==> src/rtl/jtframe_nvram_pkg.sv <==
// rtl/jtframe_nvram_pkg.sv - shared FSM state type and host address width for the NVRAM ioctl block
package jtframe_nvram_pkg;

    // Width of the MiSTer ioctl byte address bus.
    localparam int IOCTL_AW = 26;

    typedef enum logic [2:0] {
        ST_IDLE,
        ST_WR,
        ST_RD_A,
        ST_RD_D,
        ST_CLR
    } state_t;

endpackage

==> src/rtl/jtframe_nvram_ioctl_if.sv <==
// rtl/jtframe_nvram_ioctl_if.sv - host ioctl byte bus between the frame loader and the NVRAM block
// Signals: ioctl_ram (session active), ioctl_addr (byte address), ioctl_dout (host->NVRAM byte),
//          ioctl_wr (write strobe), ioctl_din (NVRAM->host byte).
// Modports: master drives the host side, slave is the NVRAM loader/dumper.
interface jtframe_nvram_ioctl_if;
    import jtframe_nvram_pkg::*;

    logic                ioctl_ram;
    logic [IOCTL_AW-1:0] ioctl_addr;
    logic [7:0]          ioctl_dout;
    logic                ioctl_wr;
    logic [7:0]          ioctl_din;

    modport master (
        output ioctl_ram,
        output ioctl_addr,
        output ioctl_dout,
        output ioctl_wr,
        input  ioctl_din
    );

    modport slave (
        input  ioctl_ram,
        input  ioctl_addr,
        input  ioctl_dout,
        input  ioctl_wr,
        output ioctl_din
    );

endinterface

==> src/rtl/jtframe_nvram_ioctl.sv <==
// rtl/jtframe_nvram_ioctl.sv - byte loader/dumper, clear sweep and dirty tracking for NVRAM port 1B
// Ports: clk, rst_n (async, active low); io (ioctl host bus, slave side);
//        clr_req/clr_busy (clear request and progress); game_we/dirty (port-0 write tracking);
//        nv_addr/nv_din/nv_we/nv_sel/nv_q (NVRAM port 1B, q valid one clk after addr).
module jtframe_nvram_ioctl
    import jtframe_nvram_pkg::*;
#(
    parameter int         AW      = 10,
    parameter logic [7:0] CLR_VAL = 8'hFF
) (
    input  logic                        clk,
    input  logic                        rst_n,
    jtframe_nvram_ioctl_if.slave        io,
    input  logic                        clr_req,
    output logic                        clr_busy,
    input  logic [1:0]                  game_we,
    output logic                        dirty,
    output logic [AW:0]                 nv_addr,
    output logic [7:0]                  nv_din,
    output logic                        nv_we,
    output logic                        nv_sel,
    input  logic [7:0]                  nv_q
);

    state_t              state;
    logic                ram_q;
    logic                clr_q;
    logic                rd_valid;
    logic                rd_oor;
    logic [IOCTL_AW-1:0] rd_addr;
    logic [AW:0]         clr_cnt;

    logic in_range;
    logic wr_hit;
    logic rd_hit;
    logic clr_rise;
    logic ram_fall;

    assign in_range = (io.ioctl_addr >> (AW + 1)) == '0;
    assign wr_hit   = io.ioctl_ram & io.ioctl_wr & in_range;
    // rd_valid is cleared outside a session so that the first address of a
    // new session is always fetched, even if it equals the last one read.
    assign rd_hit   = io.ioctl_ram & ~io.ioctl_wr & (~rd_valid | (io.ioctl_addr != rd_addr));
    assign clr_rise = clr_req & ~clr_q;
    assign ram_fall = ram_q & ~io.ioctl_ram;

    always_ff @(posedge clk or negedge rst_n) begin
        if (!rst_n) begin
            state        <= ST_IDLE;
            ram_q        <= 1'b0;
            clr_q        <= 1'b0;
            rd_valid     <= 1'b0;
            rd_oor       <= 1'b0;
            rd_addr      <= '0;
            clr_cnt      <= '0;
            clr_busy     <= 1'b0;
            dirty        <= 1'b0;
            nv_addr      <= '0;
            nv_din       <= 8'h00;
            nv_we        <= 1'b0;
            nv_sel       <= 1'b0;
            io.ioctl_din <= 8'h00;
        end else begin
            ram_q  <= io.ioctl_ram;
            clr_q  <= clr_req;
            nv_we  <= 1'b0;
            nv_sel <= io.ioctl_ram;
            if (!io.ioctl_ram) begin
                rd_valid <= 1'b0;
            end

            // Set beats clear: a game write landing as the session closes
            // still leaves the NVRAM marked as changed.
            if (|game_we) begin
                dirty <= 1'b1;
            end else if (ram_fall) begin
                dirty <= 1'b0;
            end

            // A host write takes priority in every state: it pre-empts a
            // pending read, chains directly after a write in progress, and
            // ends any clear sweep.
            if (wr_hit) begin
                state    <= ST_WR;
                nv_addr  <= io.ioctl_addr[AW:0];
                nv_din   <= io.ioctl_dout;
                nv_we    <= 1'b1;
                clr_busy <= 1'b0;
                clr_cnt  <= '0;
            end else begin
                case (state)
                    ST_IDLE: begin
                        if (rd_hit) begin
                            state    <= ST_RD_A;
                            rd_addr  <= io.ioctl_addr;
                            rd_valid <= 1'b1;
                            rd_oor   <= ~in_range;
                            nv_addr  <= io.ioctl_addr[AW:0];
                        end else if (clr_rise && !io.ioctl_ram) begin
                            state    <= ST_CLR;
                            clr_busy <= 1'b1;
                            clr_cnt  <= '0;
                            nv_addr  <= '0;
                            nv_din   <= CLR_VAL;
                            nv_we    <= 1'b1;
                            nv_sel   <= 1'b1;
                        end
                    end
                    ST_WR: begin
                        state <= ST_IDLE;
                    end
                    ST_RD_A: begin
                        state <= ST_RD_D;
                    end
                    ST_RD_D: begin
                        io.ioctl_din <= rd_oor ? 8'h00 : nv_q;
                        state        <= ST_IDLE;
                    end
                    ST_CLR: begin
                        if (io.ioctl_ram) begin
                            state    <= ST_IDLE;
                            clr_busy <= 1'b0;
                            clr_cnt  <= '0;
                        end else if (clr_cnt == '1) begin
                            state    <= ST_IDLE;
                            clr_busy <= 1'b0;
                            clr_cnt  <= '0;
                            dirty    <= 1'b1;
                        end else begin
                            clr_cnt <= clr_cnt + 1'b1;
                            nv_addr <= clr_cnt + 1'b1;
                            nv_din  <= CLR_VAL;
                            nv_we   <= 1'b1;
                            nv_sel  <= 1'b1;
                        end
                    end
                    default: begin
                        state <= ST_IDLE;
                    end
                endcase
            end
        end
    end

endmodule
==> src/flat_wrapper.sv <==
// flat-port wrapper written by rule: the top's interface ports become plain ports
module jtframe_nvram_ioctl_flat import jtframe_nvram_pkg::*;
#(
    parameter int         AW      = 10,
    parameter logic [7:0] CLR_VAL = 8'hFF
)
  (clk, rst_n, clr_req, clr_busy, game_we, dirty, nv_addr, nv_din, nv_we, nv_sel, nv_q, io_ioctl_ram, io_ioctl_addr, io_ioctl_dout, io_ioctl_wr, io_ioctl_din);
  jtframe_nvram_ioctl_if io_i ();
  input  logic clk;
  input  logic rst_n;
  input  logic clr_req;
  output logic clr_busy;
  input  logic [1:0] game_we;
  output logic dirty;
  output logic [AW:0] nv_addr;
  output logic [7:0] nv_din;
  output logic nv_we;
  output logic nv_sel;
  input  logic [7:0] nv_q;
  input wire logic [$bits(io_i.ioctl_ram)-1:0] io_ioctl_ram;
  input wire logic [$bits(io_i.ioctl_addr)-1:0] io_ioctl_addr;
  input wire logic [$bits(io_i.ioctl_dout)-1:0] io_ioctl_dout;
  input wire logic [$bits(io_i.ioctl_wr)-1:0] io_ioctl_wr;
  output wire logic [$bits(io_i.ioctl_din)-1:0] io_ioctl_din;
  assign io_i.ioctl_ram = io_ioctl_ram;
  assign io_i.ioctl_addr = io_ioctl_addr;
  assign io_i.ioctl_dout = io_ioctl_dout;
  assign io_i.ioctl_wr = io_ioctl_wr;
  assign io_ioctl_din = io_i.ioctl_din;
  jtframe_nvram_ioctl #(.AW(AW), .CLR_VAL(CLR_VAL)) u_core (.clk(clk), .rst_n(rst_n), .io(io_i), .clr_req(clr_req), .clr_busy(clr_busy), .game_we(game_we), .dirty(dirty), .nv_addr(nv_addr), .nv_din(nv_din), .nv_we(nv_we), .nv_sel(nv_sel), .nv_q(nv_q));
endmodule
==> config.mk <==
export PLATFORM = sky130hd
export DESIGN_NAME = jtframe_nvram_ioctl_flat
export DESIGN_NICKNAME = d
export VERILOG_FILES = /design/src/rtl/jtframe_nvram_pkg.sv /design/src/rtl/jtframe_nvram_ioctl_if.sv /design/src/rtl/jtframe_nvram_ioctl.sv /design/src/flat_wrapper.sv
export SDC_FILE = /design/constraint.sdc
export NUM_CORES = 1
export LEC_CHECK = 0
export CORE_MARGIN = 2
export CORE_UTILIZATION = 51
export DETAILED_ROUTE_END_ITERATION = 10
export PLACE_DENSITY_LB_ADDON = 0.05
export SLEW_MARGIN = 10
export SYNTH_ARGS = -nofsm -noshare
export SYNTH_HDL_FRONTEND = slang
export SYNTH_SLANG_ARGS = --single-unit
==> constraint.sdc <==
create_clock -name clk -period 2.75 [get_ports clk]
set_input_delay 0.4125 -clock clk [delete_from_list [all_inputs] [get_ports clk]]
set_output_delay 0.4125 -clock clk [all_outputs]
set_load 0.03 [all_outputs]
==> results.sh, run 1 <==
export IMPL_status="finished clean"
export IMPL_clock_sinks=75
export IMPL_leakage_nw=2.11
export IMPL_ys_ff_latch=75
export IMPL_multi_input_area_um2=1700
export IMPL_worst_r2r_startpoint="u_core.clr_cnt[3]"
export IMPL_via_per_inst=5.21
export IMPL_drcViolationCount=0
export IMPL_clock_path_buffers=2
export IMPL_fill_cells=587
export IMPL_arrival_ps=2770
export IMPL_numCtsBuffers=9
export IMPL_reg2reg_slack_ps=240
export IMPL_synthesis_nets=403
export IMPL_worst_slack_ps=212
export IMPL_syn_inst=353
export IMPL_crit_path_end_kind="flip-flop"
export IMPL_ios=80
export IMPL_crit_fanout=11
export IMPL_final_common_cell="clkdlybuf4s50_1"
export IMPL_clk_transition_reported_paths_ps=80
export IMPL_grt_overflow=0
export IMPL_antennaDiodeCount=0
export IMPL_start_util_pct=51.9
export IMPL_cts_tree="yes"
export IMPL_synthDistinctLibCells=44
export IMPL_synthToLayoutAreaGrowth_pct=34.5
export IMPL_wl_per_cell_um=14.8
export IMPL_place_inst=540
export IMPL_critical_path_max_stage_delay_ps=540
export IMPL_io_buffers=79
export IMPL_grt_setup_unrepaired="false"
export IMPL_total_power_w=0.00420
export IMPL_final_hold_viol_count=0
export IMPL_worstPathCellList="clkdlybuf4s50_1 -> xnor2_1 -> nand4_1 -> or4_1 -> o2111a_1 -> nor3_4 -> buf_12 -> mux2_2"
export IMPL_crit_path_start_kind="input port"
export IMPL_chipHeight_um=89.3
export IMPL_drt_iter0_markers=136
export IMPL_drive_above_1_share_pct=19.5
export IMPL_critPathRequiredTime_ps=2980
export IMPL_power_clock_fraction_pct=22.7
export IMPL_clk_latency_ps=350
export IMPL_vias=2898
export IMPL_cts_root_buf="clkbuf_8"
export IMPL_max_cap_viol_count=0
export IMPL_syn_avg_cell_area_um2=10.5
export IMPL_power_frac_comb_pct=36.4
export IMPL_fin_setup_tns_ps=0
export IMPL_drtPass1Iterations=4
export IMPL_rows=31
export IMPL_slew_viol_final=0
export IMPL_fin_nets=502
export IMPL_slew_headroom_pct=36.9
export IMPL_core_area_um2=7140
export IMPL_reg2reg_depth=7
export IMPL_grt_pass1_wl_mm=13.1
export IMPL_post_place_ws_ps=-105
export IMPL_setup_violations_final=0
export IMPL_power_switching_w=0.00140
export IMPL_grt_pass1_vias=2754
export IMPL_p_per_area_nw_per_um2=842
export IMPL_netlist_area_um2=3710
export IMPL_critPathKind="input port to flip-flop"
export IMPL_post_route_min_period_ps=2540
export IMPL_slowest_stage="or4_1"
export IMPL_hpwlAfterDp_mm=5.93
export IMPL_seq_power_share_pct=40.9
export IMPL_worst_pin_slew_ps=947
export IMPL_wl_mm=8.26
export IMPL_htreeDepth=3
export IMPL_seqCellArea_um2=1880
export IMPL_min_path_type="input port to asynchronous set/reset pin"
export IMPL_cts_resized=0
export IMPL_intPower_w=0.00279
export IMPL_clock_skew_ps=8.38
export IMPL_stdcell_count=556
export IMPL_yosysWarnings=0
export IMPL_r2r_end="u_core.nv_addr[5]"
export IMPL_switching_share_pct=33.5
export IMPL_seq_area_frac_synth_pct=50.6
export IMPL_die_area_um2=7970
export IMPL_grt_use_total_pct=21.8
export IMPL_grt_max_degree=76
export IMPL_layout_common_cells="78 x clkdlybuf4s50_1, 75 x dfrtp_1, 51 x nand2_1"
export IMPL_antenna_violating_nets_post_route=0
export IMPL_antenna_found_initial=0
export IMPL_hold_worst_slack_ps=214
export IMPL_gp_routability_congestion=0.812
export IMPL_postCtsHoldBufs=0
export IMPL_clock_fmax_mhz=394
export IMPL_peakVddDrop_mv=0.439
export IMPL_postCtsSetupBuffers=0
export IMPL_finalCritPeriodShare_pct=92.3
export IMPL_dieWidth_um=89.3
per-layer routing:
layer	wire length [um]	share of wire (%)	global-route usage, %	vias to the layer above
li1	-	-	-	1427
met1	4020	49	32.2	1382
met2	3730	45	31.5	71
met3	337	4.1	4.34	18
met4	172	2.1	8.68	0
met5	0	0	0	-
area by class of cell:
type | instances | area share (%)
Sequential cell | 75 | 37.6
Multi-Input combinational cell | 247 | 34.1
Timing Repair Buffer | 104 | 20.1
Clock buffer | 10 | 2.76
Tap cell | 99 | 2.48
Clock inverter | 6 | 1.78
Inverter | 15 | 1.13
critical path: cells and delay by family:
kind	cells	cell delay (ps)
AO/OA/AOI/OAI	1	310
XOR/XNOR	1	280
buffers and inverters	2	610
multiplexers	1	330
AND/OR/NAND/NOR	3	820
cell usage after synthesis, drive strengths merged:
library cell   n  area (um^2)
dfrtp         75         1880
nor4           5         31.3
nand4b         1         8.76
a21o           2         15.0
or4            2         18.8
buf            6         35.0
o31a           1         8.76
xor2          16          140
o41ai          2         17.5
inv           15         56.3
a21boi         1         7.51
o2111ai        1         8.76
a21oi          3         15.0
nand2b         8         50.1
nor3           7         46.3
or3b           2         17.5
o2111a         1         11.3
o21bai         1         7.51
nor2b          1         6.26
a22o           2         17.5
mux2          39          443
xnor2         19          166
o221ai         5         43.8
a22oi          1         7.51
or3            1         6.26
nor2          12         45.0
or2            2         12.5
nand3         10         50.1
nand4          6         43.8
nand2         51          191
ha             1         12.5
o31ai          3         22.5
clkbuf        10         37.5
o211ai         6         45.0
and2           3         21.3
o21ai         30          150
and3           2         12.5
power groups by stage:
stage | logic [W] | clock network (W) | registers, W
after floorplan | 0.000691 | 0 | 0.00196
after global placement | 0.00150 | 0 | 0.00172
after detailed placement | 0.00153 | 0 | 0.00174
after CTS | 0.00154 | 0.000973 | 0.00172
after global routing | 0.00164 | 0.00103 | 0.00177
final | 0.00153 | 0.000954 | 0.00172
how the worst max path moves through the flow:
stage	end	start	slack, ps	cells past startpoint
CTS	u_core.nv_addr[5]	u_core.clr_cnt[3]	230	7
detailed placement	u_core.nv_addr[5]	io_ioctl_addr[4]	-110	8
floorplan	u_core.nv_addr[0]	u_core.clr_cnt[0]	300	8
global route	u_core.nv_addr[8]	u_core.clr_cnt[3]	100	7
global placement	u_core.nv_addr[5]	io_ioctl_addr[2]	-70	8
finish	u_core.nv_addr[5]	io_ioctl_addr[4]	210	8
kinds of logic after synthesis:
| kind of cell | count (synthesis) | share of synthesized area [%] |
|---|---|---|
| AND/OR/NAND/NOR | 113 | 15.2 |
| flip-flops | 75 | 50.6 |
| AO/OA/AOI/OAI | 59 | 10.2 |
| multiplexers | 39 | 11.9 |
| XOR/XNOR | 35 | 8.27 |
| buffers and inverters | 31 | 3.48 |
| adder cells (fa/ha/maj) | 1 | 0.337 |
sequential cells by signal, indices dropped and copies added, names as in the netlist:
register             cells
u_core.rd_valid          1
u_core.rd_addr          26
u_core.nv_we             1
u_core.clr_cnt          11
u_core.io.ioctl_din      8
u_core.clr_q             1
u_core.ram_q             1
u_core.dirty             1
u_core.clr_busy          1
u_core.nv_din            8
u_core.nv_addr          11
u_core.nv_sel            1
u_core.state             3
u_core.rd_oor            1
metrics by stage:
stage          utilization, %  cell area, um^2
2_1_floorplan               -             3710
3_3_place_gp             66.7             4760
3_5_place_dp             66.7             4760
4_1_cts                  69.9             4990
5_1_grt                  69.9             4990
6_report                 69.9             4990
No activity file was read; power rests on OpenSTA's default activity.
==> inputs of run 2 (changes only) <==
--- a/config.mk
+++ b/config.mk
@@ -8,7 +8,8 @@
 export CORE_MARGIN = 2
 export CORE_UTILIZATION = 51
 export DETAILED_ROUTE_END_ITERATION = 10
-export PLACE_DENSITY_LB_ADDON = 0.05
+export GPL_TIMING_DRIVEN = 0
+export PLACE_DENSITY = 0.91
 export SLEW_MARGIN = 10
 export SYNTH_ARGS = -nofsm -noshare
 export SYNTH_HDL_FRONTEND = slang
==> run 2 against run 1 <==
Setup slack worse by 140 ps. Register-to-register slack lost 120 ps. Die area is the same. Core utilization down 1.4 points. Sequential cell count stayed put. Worst hold slack improved by 280 ps. Via count rose by 3.5%.
==> results.sh, run 2 (synthesized netlist as in run 1, its figures left out) <==
export IMPL_clock_sinks=75
export IMPL_crit_path_end_kind="flip-flop"
export IMPL_layout_common_cells="78 x clkdlybuf4s50_1, 75 x dfrtp_1, 51 x nand2_1"
export IMPL_antennaDiodeCount=0
export IMPL_cp_num_buf_inv=3
export IMPL_critical_path_max_stage_delay_ps=540
export IMPL_clock_fmax_mhz=374
export IMPL_worst_r2r_startpoint="u_core.clr_cnt[0]"
export IMPL_slowest_stage="or4_1"
export IMPL_grt_setup_unrepaired="false"
export IMPL_crit_family="buffers and inverters"
export IMPL_seqCellArea_um2=1880
export IMPL_finalCritPeriodShare_pct=97.2
export IMPL_critPathKind="input port to flip-flop"
export IMPL_die_area_um2=7970
export IMPL_crit_fanout=10
export IMPL_cts_root_buf="clkbuf_8"
export IMPL_synthToLayoutAreaGrowth_pct=31.8
export IMPL_crit_path_start_kind="input port"
export IMPL_slew_headroom_pct=60.3
export IMPL_place_inst=532
export IMPL_slew_viol_final=0
export IMPL_start_util_pct=51.9
export IMPL_io_buffers=79
export IMPL_regMostFlops="u_core.rd_addr"
export IMPL_ios=80
export IMPL_antenna_violating_nets_post_route=0
export IMPL_drcViolationCount=0
export IMPL_arrival_ps=2910
export IMPL_core_area_um2=7140
export IMPL_vias=3000
export IMPL_final_common_cell="clkdlybuf4s50_1"
export IMPL_final_hold_viol_count=0
export IMPL_clock_path_buffers=2
export IMPL_drt_iter0_markers=236
export IMPL_grt_use_total_pct=23.6
export IMPL_grt_pass1_wl_mm=14.2
export IMPL_status="finished clean"
export IMPL_min_path_type="input port to asynchronous set/reset pin"
export IMPL_fill_cells=544
export IMPL_peakVddDrop_mv=0.354
export IMPL_hpwlAfterDp_mm=6.50
export IMPL_fin_nets=497
export IMPL_antenna_found_initial=0
export IMPL_cts_tree="yes"
export IMPL_reg_top3="u_core.rd_addr x26, u_core.clr_cnt x11, u_core.nv_addr x11"
export IMPL_total_power_w=0.00406
export IMPL_htreeDepth=3
export IMPL_worst_pin_slew_ps=595
export IMPL_stdcell_count=549
export IMPL_leakage_nw=2.04
export IMPL_drive_above_1_share_pct=16.7
export IMPL_dieWidth_um=89.3
export IMPL_p_per_area_nw_per_um2=832
export IMPL_drtPass1Iterations=6
export IMPL_grt_max_degree=57
export IMPL_reg2reg_depth=8
export IMPL_worstPathCellList="clkdlybuf4s50_1 -> xnor2_2 -> nand4_1 -> or4_1 -> o2111a_1 -> buf_2 -> buf_2 -> mux2_2"
export IMPL_wl_mm=8.77
export IMPL_reg2reg_slack_ps=120
export IMPL_wl_per_cell_um=16.0
export IMPL_grt_pass1_vias=2998
export IMPL_rows=31
export IMPL_r2r_end="u_core.nv_addr[5]"
export IMPL_via_per_inst=5.46
export IMPL_numCtsBuffers=9
export IMPL_gp_routability_congestion=0.810
export IMPL_post_route_min_period_ps=2670
export IMPL_critPathRequiredTime_ps=2980
export IMPL_grt_overflow=0
export IMPL_setup_violations_final=0
export IMPL_clock_skew_ps=5.63
export IMPL_largest_reg_flops=26
export IMPL_multi_input_area_um2=1730
export IMPL_clk_latency_ps=340
export IMPL_clk_transition_reported_paths_ps=70
export IMPL_chipHeight_um=89.3
export IMPL_max_cap_viol_count=0
export IMPL_path_common_cell="buf_2"
==> run 2: cell types whose count changed in the layout (fill, tap and decap cells not counted), sizes merged <==
cell,before,now
clkbuf,10,20
clkinvlp,2,0
buf,26,11
dlygate4sd3,0,1
bufinv,2,1
==> run 2: repair_timing <==
action / CTS / global route
hold endpoints to repair: 19 / 0
buffers inserted: 0 / 2
resized for setup: 0 / 8
setup endpoints to repair: 0 / 33
hold buffers: 1 / 0
==> run 2: power by group <==
part	leakage, nW	switching [W]	internal, W	total [W]
clock network	0.0950	0.000380	0.000431	0.000811
logic	1.03	0.000739	0.000784	0.00152
registers	0.916	0.000259	0.00147	0.00173
total	2.04	0.00138	0.00268	0.00406
==> run 2: final cells by class <==
type | count | area share (%)
plain buffers | 16 | 1.51
clock buffers | 11 | 2.89
clock inverters | 3 | 0.820
inverters | 15 | 1.15
multi-input cells | 247 | 35.5
flip-flops and latches | 75 | 38.4
well taps | 99 | 2.54
repair buffers | 83 | 17.2
==> run 2: layer usage <==
layer | vias up | GRT usage, % | part of all wire (%)
met5 | - | 0 | 0
met4 | 0 | 8.14 | 1.0
met3 | 10 | 5.26 | 5.5
met2 | 96 | 37.8 | 51
met1 | 1478 | 32.1 | 43
li1 | 1416 | - | -
==> run 2: worst max path at each step <==
stage                                 start                      to  cells past startpoint
after floorplan           u_core.clr_cnt[0]       u_core.nv_addr[0]                      8
after CTS                 io_ioctl_addr[17]  u_core.io.ioctl_din[6]                      8
after global routing      io_ioctl_addr[17]       u_core.clr_cnt[8]                      9
after global placement                rst_n        u_core.nv_din[7]                      1
final                      io_ioctl_addr[4]      u_core.rd_addr[20]                      8
after detailed placement  io_ioctl_addr[12]  u_core.io.ioctl_din[6]                      8
==> run 2: stage by stage <==
stage          area [um^2]  setup TNS, ps  hold slack [ps]  utilization [%]  setup WS [ps]
2_1_floorplan         3710              0              117                -            303
3_3_place_gp          4620        -102380              464             64.8          -1260
3_5_place_dp          4650         -12020              315             65.1           -350
4_1_cts               4840              0              479             67.8           15.3
5_1_grt               4880              0              502             68.4           4.86
6_report              4880              0              491             68.4           76.7
